<file path="src/rtl/uart_pkg.sv">
// Shared definitions for the UART transmit scheduler.
// Build option: define UART_TX_PARITY_EN to add an even-parity bit after d[7].
package uart_pkg;

    localparam int   UART_DATA_W     = 8;
    localparam logic UART_IDLE_LEVEL = 1'b1;

    // Transmitter frame states; PARITY exists only in the parity build.
    typedef enum logic [2:0] {
        ST_IDLE   = 3'd0,
        ST_SYNC   = 3'd1,
        ST_START  = 3'd2,
        ST_DATA   = 3'd3,
`ifdef UART_TX_PARITY_EN
        ST_PARITY = 3'd4,
`endif
        ST_STOP   = 3'd5
    } uart_state_e;

    // Even parity: XOR of all data bits, so the frame carries an even count of ones.
    function automatic logic uart_even_parity(input logic [UART_DATA_W-1:0] d);
        return ^d;
    endfunction

endpackage

</file>
<file path="src/rtl/uart_rr_arbiter.sv">
// Combinational round-robin arbiter: first active request at or above ptr,
// wrapping modulo NREQ. The pointer register lives in the parent.
module uart_rr_arbiter
    import uart_pkg::*;
#(
    parameter  int NREQ = 4,
    localparam int IDW  = $clog2(NREQ)
) (
    input  logic [NREQ-1:0] req,
    input  logic [IDW-1:0]  ptr,
    output logic [NREQ-1:0] gnt,
    output logic [IDW-1:0]  gnt_id
);

    logic           found_s;
    logic           take_s;
    logic [IDW-1:0] idx_s;

    // Scan requesters starting at ptr; the first active one wins.
    always_comb begin
        gnt     = '0;
        gnt_id  = '0;
        found_s = 1'b0;
        take_s  = 1'b0;
        idx_s   = '0;
        for (int k = 0; k < NREQ; k++) begin
            idx_s      = IDW'((int'(ptr) + k) % NREQ);
            take_s     = req[idx_s] & ~found_s;
            found_s    = found_s | take_s;
            gnt[idx_s] = take_s;
            gnt_id     = gnt_id | (take_s ? idx_s : '0);
        end
    end

endmodule

</file>
<file path="src/rtl/uart_tx_sched.sv">
// Round-robin UART transmit scheduler: accepts one byte at a time from NREQ
// requesters and serialises it LSB first, one bit per baud_tick.
// Build option: define UART_TX_PARITY_EN for 8E1/8E2 frames (default 8N1/8N2).
module uart_tx_sched
    import uart_pkg::*;
#(
    parameter  int NREQ      = 4,
    parameter  int STOP_BITS = 1,
    localparam int IDW       = $clog2(NREQ)
) (
    input  logic                        sys_clk,
    input  logic                        rst,
    input  logic                        baud_tick,
    input  logic [NREQ-1:0]             req_valid,
    input  logic [UART_DATA_W*NREQ-1:0] req_data,
    output logic [NREQ-1:0]             req_ready,
    output logic                        tx,
    output logic                        busy,
    output logic [IDW-1:0]              grant_id
);

    uart_state_e            state_r, state_nx_s;
    logic                   tx_r, tx_nx_s;
    logic [UART_DATA_W-1:0] data_r, data_nx_s;
    logic [3:0]             bit_cnt_r, bit_cnt_nx_s;
    logic [1:0]             stop_cnt_r, stop_cnt_nx_s;
    logic [IDW-1:0]         ptr_r, ptr_nx_s;
    logic [IDW-1:0]         grant_r, grant_nx_s;

    logic [NREQ-1:0]        arb_gnt_s;
    logic [IDW-1:0]         arb_id_s;
    logic                   accept_s;
    logic [UART_DATA_W-1:0] sel_data_s;
    logic [IDW-1:0]         ptr_wrap_s;

    uart_rr_arbiter #(
        .NREQ (NREQ)
    ) u_arb (
        .req    (req_valid),
        .ptr    (ptr_r),
        .gnt    (arb_gnt_s),
        .gnt_id (arb_id_s)
    );

    // The arbiter only grants valid requesters, so any grant in IDLE is a transfer.
    assign accept_s   = (state_r == ST_IDLE) && (|arb_gnt_s);
    assign req_ready  = (state_r == ST_IDLE) ? arb_gnt_s : '0;
    assign sel_data_s = req_data[{arb_id_s, 3'b000} +: UART_DATA_W];
    assign ptr_wrap_s = (arb_id_s == IDW'(NREQ - 1)) ? '0 : (arb_id_s + IDW'(1));

    assign tx       = tx_r;
    assign busy     = (state_r != ST_IDLE);
    assign grant_id = grant_r;

    // Next-state and next-output logic; every bit advance is gated by baud_tick.
    always_comb begin
        state_nx_s    = state_r;
        tx_nx_s       = tx_r;
        data_nx_s     = data_r;
        bit_cnt_nx_s  = bit_cnt_r;
        stop_cnt_nx_s = stop_cnt_r;
        ptr_nx_s      = ptr_r;
        grant_nx_s    = grant_r;
        case (state_r)
            ST_IDLE: begin
                // baud_tick is deliberately ignored here, even in the accept cycle.
                tx_nx_s = UART_IDLE_LEVEL;
                if (accept_s) begin
                    data_nx_s  = sel_data_s;
                    grant_nx_s = arb_id_s;
                    ptr_nx_s   = ptr_wrap_s;
                    state_nx_s = ST_SYNC;
                end else begin
                    state_nx_s = ST_IDLE;
                end
            end
            ST_SYNC: begin
                if (baud_tick) begin
                    tx_nx_s    = 1'b0;
                    state_nx_s = ST_START;
                end else begin
                    state_nx_s = ST_SYNC;
                end
            end
            ST_START: begin
                if (baud_tick) begin
                    tx_nx_s      = data_r[0];
                    bit_cnt_nx_s = 4'd1;
                    state_nx_s   = ST_DATA;
                end else begin
                    state_nx_s = ST_START;
                end
            end
            ST_DATA: begin
                if (baud_tick) begin
                    if (bit_cnt_r < 4'd8) begin
                        tx_nx_s      = data_r[bit_cnt_r[2:0]];
                        bit_cnt_nx_s = bit_cnt_r + 4'd1;
                    end else begin
`ifdef UART_TX_PARITY_EN
                        tx_nx_s    = uart_even_parity(data_r);
                        state_nx_s = ST_PARITY;
`else
                        tx_nx_s       = UART_IDLE_LEVEL;
                        stop_cnt_nx_s = 2'd0;
                        state_nx_s    = ST_STOP;
`endif
                    end
                end else begin
                    state_nx_s = ST_DATA;
                end
            end
`ifdef UART_TX_PARITY_EN
            ST_PARITY: begin
                if (baud_tick) begin
                    tx_nx_s       = UART_IDLE_LEVEL;
                    stop_cnt_nx_s = 2'd0;
                    state_nx_s    = ST_STOP;
                end else begin
                    state_nx_s = ST_PARITY;
                end
            end
`endif
            ST_STOP: begin
                tx_nx_s = UART_IDLE_LEVEL;
                if (baud_tick) begin
                    if (stop_cnt_r == 2'(STOP_BITS - 1)) begin
                        state_nx_s = ST_IDLE;
                    end else begin
                        stop_cnt_nx_s = stop_cnt_r + 2'd1;
                    end
                end else begin
                    state_nx_s = ST_STOP;
                end
            end
            default: begin
                tx_nx_s    = UART_IDLE_LEVEL;
                state_nx_s = ST_IDLE;
            end
        endcase
    end

    // State and output registers; reset drops any frame and returns the line to mark.
    always_ff @(posedge sys_clk or posedge rst) begin
        if (rst) begin
            state_r    <= ST_IDLE;
            tx_r       <= UART_IDLE_LEVEL;
            data_r     <= '0;
            bit_cnt_r  <= 4'd0;
            stop_cnt_r <= 2'd0;
            ptr_r      <= '0;
            grant_r    <= '0;
        end else begin
            state_r    <= state_nx_s;
            tx_r       <= tx_nx_s;
            data_r     <= data_nx_s;
            bit_cnt_r  <= bit_cnt_nx_s;
            stop_cnt_r <= stop_cnt_nx_s;
            ptr_r      <= ptr_nx_s;
            grant_r    <= grant_nx_s;
        end
    end

endmodule

</file>
<file path="config.mk">
export PLATFORM = sky130hd
export DESIGN_NAME = uart_tx_sched
export DESIGN_NICKNAME = d
export VERILOG_FILES = /design/src/rtl/uart_pkg.sv /design/src/rtl/uart_rr_arbiter.sv /design/src/rtl/uart_tx_sched.sv
export SDC_FILE = /design/constraint.sdc
export NUM_CORES = 1
export LEC_CHECK = 0
export CAP_MARGIN = 5
export CORE_UTILIZATION = 53
export DETAILED_ROUTE_END_ITERATION = 8
export HOLD_SLACK_MARGIN = 0.08
export PLACE_DENSITY = 0.85
export SYNTH_ARGS = -nofsm -noshare
export SYNTH_HDL_FRONTEND = slang
export SYNTH_SLANG_ARGS = --single-unit
</file>
<file path="constraint.sdc">
create_clock -name sys_clk -period 6.82 [get_ports sys_clk]
set_input_delay 1.364 -clock sys_clk [delete_from_list [all_inputs] [get_ports sys_clk]]
set_output_delay 1.364 -clock sys_clk [all_outputs]
set_load 0.03 [all_outputs]
</file>
# After elaboration in Yosys (flattened, before gate mapping)
# Cells that the tools add are included.
word_totals:
  ff_bits: 22
  inputBits: 39
  out_inout_bits: 8
  elab_cells: 115
op_classes:
  add_sub_neg: 6
  n_lt_le_gt_ge: 10
  eq_ne: 14
  n_shift: 1
  n_mux: 49
  bitwise_logic: 12
  reduce_logical: 16
ops:
  columns: ["op", "count"]
  rows:
  - ["$shiftx A32 B6 Y8", 1]
  - ["$mux W2", 10]
  - ["$mux W4", 4]
  - ["$mux W1", 15]
  - ["$pmux W3 S5", 1]
  - ["$ne A2 B2 Y1 const B", 7]
  - ["$bwmux W4", 3]
  - ["$lt A2 B3 Y1 const B", 4]
  - ["$mux W3", 4]
  - ["$bmux W1 S2", 4]
  - ["$demux W1 S2", 4]
  - ["$ge A2 B1 Y1 const B", 4]
  - ["$pmux W4 S2", 1]
  - ["$add A2 B1 Y2 const B", 3]
  - ["$eq A3 B2 Y1 const B", 2]
  - ["$ne A3 B3 Y1 const B", 2]
  - ["$or A2 B2 Y2", 3]
  - ["$logic_and A1 B1 Y1", 5]
  - ["$reduce_and A5 Y1", 1]
  - ["$add A2 B2 Y2 const B", 2]
  - ["$add A4 B1 Y4 const B", 1]
  - ["$and A4 B4 Y4", 1]
  - ["$lt A3 B4 Y1 const B", 1]
  - ["$lt A4 B4 Y1 const B", 1]
  - ["other kinds (17)", 24]

# Logic depth before layout (Yosys ltp)
depth:
  depth_word: 15
  depth_mapped: 12
  depth_no_buf: 9

# Hierarchy
# Synthesis repeated with hierarchy kept, for this count alone.
hier_totals:
  hier_cells: 176
  hier_area_um2: 1939.4
modules_own_cells:
  columns: ["module", "n_inst", "cells_per_inst", "area_each_um2"]
  rows:
  - ["uart_tx_sched", 1, 119, 1476.4]
  - ["uart_rr_arbiter", 1, 57, 462.9]

# Least setup slack after synthesis
# No wires, ideal clock.
synth_timing:
  kind: "input port to output port"
  start: "input req_valid[2]"
  end: "output req_ready[1]"
  arrival_ns: 3.199
  required_time_ns: 5.456
  path_slack_ns: 2.257
  stages: 7
  path_cell_list: "buf_6 -> mux4_2 -> or2_4 -> nor2_4 -> inv_2 -> a221o_1 -> nor2_1"
synth_between:
  elab_chain_cells: 12
  elab_cells_between_ends: 21
  classes_between: "12 x mux; 9 x bitwise"
synth_rtl:
  columns: ["element", "line", "source"]
  rows:
  - ["start, declared", "uart_tx_sched.sv:14", "input logic [NREQ-1:0] req_valid,"]
  - ["$bmux W1 S2", "uart_rr_arbiter.sv:28", "take_s = req[idx_s] & ~found_s;"]
  - ["$mux W1 (implied by the code)", "uart_rr_arbiter.sv:28", null]
  - ["$not A1 Y1", "uart_rr_arbiter.sv:28", null]
  - ["$and A1 B1 Y1", "uart_rr_arbiter.sv:28", null]
  - ["$or A1 B1 Y1", "uart_rr_arbiter.sv:29", "found_s = found_s | take_s;"]
  - ["$not A1 Y1", "uart_rr_arbiter.sv:28", null]
  - ["$and A1 B1 Y1", "uart_rr_arbiter.sv:28", null]
  - ["$or A1 B1 Y1", "uart_rr_arbiter.sv:29", null]
  - ["$not A1 Y1", "uart_rr_arbiter.sv:28", null]
  - ["$and A1 B1 Y1", "uart_rr_arbiter.sv:28", null]
  - ["$bwmux W4 (*)", "uart_rr_arbiter.sv:30", "gnt[idx_s] = take_s;"]
  - ["$mux W4 (*)", "uart_tx_sched.sv:47", "assign req_ready = (state_r == ST_IDLE) ? arb_gnt_s : '0;"]
  - ["end, declared", "uart_tx_sched.sv:16", "output logic [NREQ-1:0] req_ready,"]
# Mark *: on every way between the ends. The rest lies on a longest branch, timed or not. The select of a mux whose other input is x is not followed.

# Worst setup path in the final report
# Same ends and word-level chain as after synthesis.

==> results.md <==
* Status: completed
* Final Routed Wirelength at roughly 3600 um
* Synth top area cells: dfrtp_1 28%, mux2i_1 14%, mux2_4 5.6%
* Biggest area consumer among synthesized cells: dfrtp_1
* Pre-antenna DRT Iters at 4
* Setup_tns at 0 ps
* Post-Syn Nets at 238
* Vias at 1596
* Post-cts sizing count at 0
* Dpl hpwl at between 2000 and 3000 um
* Area grow syn2layout at 25.3%
* Area occupied by multi-input gates at 1210 sq um
* Worst Clk Skew at approximately 4 ps
* Period utilization at between 80 and 90%
* Post-Syn Instances at approximately 190
* Post-route DRC at 0
* Synthesis-stage register bit count at 22
* Final min period at about 5500 ps
* Clock buffer depth at 2
* Max-Cap Viols at 0
* Post-CTS Setup Bufs at 0
* DRT iter0 DRCs at roughly 100
* Sequential Area at 552 sq um
* Rows at 21
* DR WL/cell at approximately 13 um
* Ys flop type: dfrtp_1
* Filler cell count at 290
* Cell variety after synth at 48
* Htree depth at 1
* I/O Buffers at 46
* Placed cell areas at between 2000 and 2500 sq um
* Vias in the first global route at 1449
* Global-route wire length before repair at ~6000 um
* Post-DRT Antenna Nets at 0
* Slew Limit Headroom at a little under a quarter
* CP Data Required Time at around 5500 ps
* Clock root cell: clkbuf_4
* Initial antenna violation count at 0
* EDFF count, synth at 0
* CTS Buf Count at 3
* Gr usage total at approximately a fifth
* Worst setup SP type: primary input
* Crit Path Category: primary input to output pin
* Vias per cell at 5.78
* Most common cell in the synthesized netlist: mux2i_1
* Sequential area share after synthesis at roughly 29%
* Cell area after layout at approximately 2400 sq um
* CTS tree: done
* Initial Utilization at 55.8%
* Largest net degree at the start of global routing at 23
* CP endpoint kind: output pin
* TritonCTS sink count at 22
* Routability congestion estimate at around 0.91
* Hold buffer count at cts at 0
* Slew @ Worst Pin at between 1000 and 1500 ps
* Mapped Area at between 1500 and 2000 sq um
* Arrival @ worst endpoint at 4150 ps
* Clock transition at path regs at 110 ps
* Share of the synthesized area in the top cell type at ~28%
* Post-synth top cells: 27 x mux2i_1, 21 x dfrtp_1, 14 x nor2_1
* Final max-slew violation count at 0
* Core area at 3360 sq um
* Syn avg cell area at roughly 9.7 sq um
* Warnings from Yosys at 0
* Cell Pwr Density at around 470 nW/um^2
* Layout Nets at about 280
* Max Clk Rate at ~0.18 GHz
* Die X at a little over 60 um
* Clk_lat worst skew at 300 ps
* VDD IR max at 0.206 mV
* Flop-to-flop setup slack at between 3000 and 4000 ps
* Die area at 3780 sq um
* Hold WC Path Type: register to register
* RSZ-0062 raised after global routing: no
* Final Hold Fails at 0
* LEAKAGE at 1.01 nW
* Die H at about 60 um
* Grt total ovfl at 0
* N_diodes at 0
* Crit Path Max Fanout at 10
* Share of layout cells above drive strength 1 at 10.4%
* Finish-stage setup viols at 0
* Boundary Pins at between 40 and 50
* FFs w/ async S/R, synth at 100%
## sequential cells by signal, indices dropped and copies added (netlist names)
register and cells:
grant_id 2, data_r 8, tx 1, stop_cnt_r 2, state_r 3, bit_cnt_r 4
ptr_r 2
## worst max-delay path: stages
cell             delay [ps]
clkdlybuf4s50_1         560
mux4_2                  600
or2_4                   290
nor2_4                  150
inv_2                    40
a221o_1                 350
nor2_1                  100
clkdlybuf4s50_1         680
## area by class of cell
class,count,area share [%]
Clock buffer,4,1.12
Inverter,11,1.76
Multi-Input combinational cell,147,51.6
Sequential cell,22,23.5
Tap cell,46,2.45
Timing Repair Buffer,46,19.6
## per-layer routing
| metal | vias to the layer above | part of all wire [%] | routed length, um | GRT usage, % |
|---|---|---|---|---|
| met5 | - | 0 | 0 | 0 |
| met4 | 0 | 1.2 | 43 | 4.76 |
| met3 | 4 | 5.3 | 188 | 2.31 |
| met2 | 60 | 48 | 1720 | 37.6 |
| met1 | 742 | 45 | 1610 | 27.0 |
| li1 | 790 | - | - | - |
## through the flow
step                      util [%]  power (mW)  instances  hold slack (ps)  worst slack [ps]
after floorplan                  -       0.899        193              473              2260
after global placement        69.1        1.02        272              493              1380
after detailed placement      69.1        1.04        272              498              1310
after CTS                     69.9        1.10        276              523              1310
after global routing          69.9        1.19        276              541              1140
final                         69.9        1.10        276              521              1310
## layout by cell type, fill, tap and decap left out, drive strengths merged, types with 2 or more instances in the layout
master	instances
dfrtp	21
a2111oi	2
mux2i	27
nor2b	5
a31o	2
a221oi	3
and2b	3
nand3b	2
clkdlybuf4s50	46
clkbuf	4
nand3	7
inv	11
o21ai	8
o211ai	2
a22o	3
a21oi	12
mux2	10
a211oi	2
mux4	6
nor2	15
ha	6
nand2b	4
nand2	11
## power by group
group	internal (mW)	total [mW]	switching, mW
Clock	0.0228	0.0594	0.0366
Combinational	0.400	0.766	0.366
Sequential	0.192	0.271	0.0790
Total	0.615	1.10	0.482
## path summary, 6_finish.rpt
| kind | startpoint | to | depth (start not counted) |
|---|---|---|---|
| setup / recovery | req_valid[2] | req_ready[1] | 8 |
| hold / removal | stop_cnt_r[1]$_DFFE_PP0P_ | stop_cnt_r[1]$_DFFE_PP0P_ | 1 |
| setup reg to reg | ptr_r[0]$_DFFE_PP0P_ | data_r[4]$_DFFE_PP0P_ | 8 |
| hold reg to reg | stop_cnt_r[1]$_DFFE_PP0P_ | stop_cnt_r[1]$_DFFE_PP0P_ | 1 |
| max in group asynchronous | rst | data_r[1]$_DFFE_PP0P_ | 2 |
| min in group asynchronous | rst | state_r[0]$_DFFE_PP0P_ | 2 |
## cell families after synthesis
| family | Yosys count | synth area share, % |
|---|---|---|
| flip-flops | 22 | 29.4 |
| XOR/XNOR | 1 | 0.467 |
| AND/OR/NAND/NOR | 54 | 15.0 |
| buffers and inverters | 24 | 6.07 |
| AO/OA/AOI/OAI | 43 | 15.6 |
| multiplexers | 43 | 29.4 |
| adder cells (fa/ha/maj) | 6 | 4.00 |
Power figures use the tool's default switching activity.
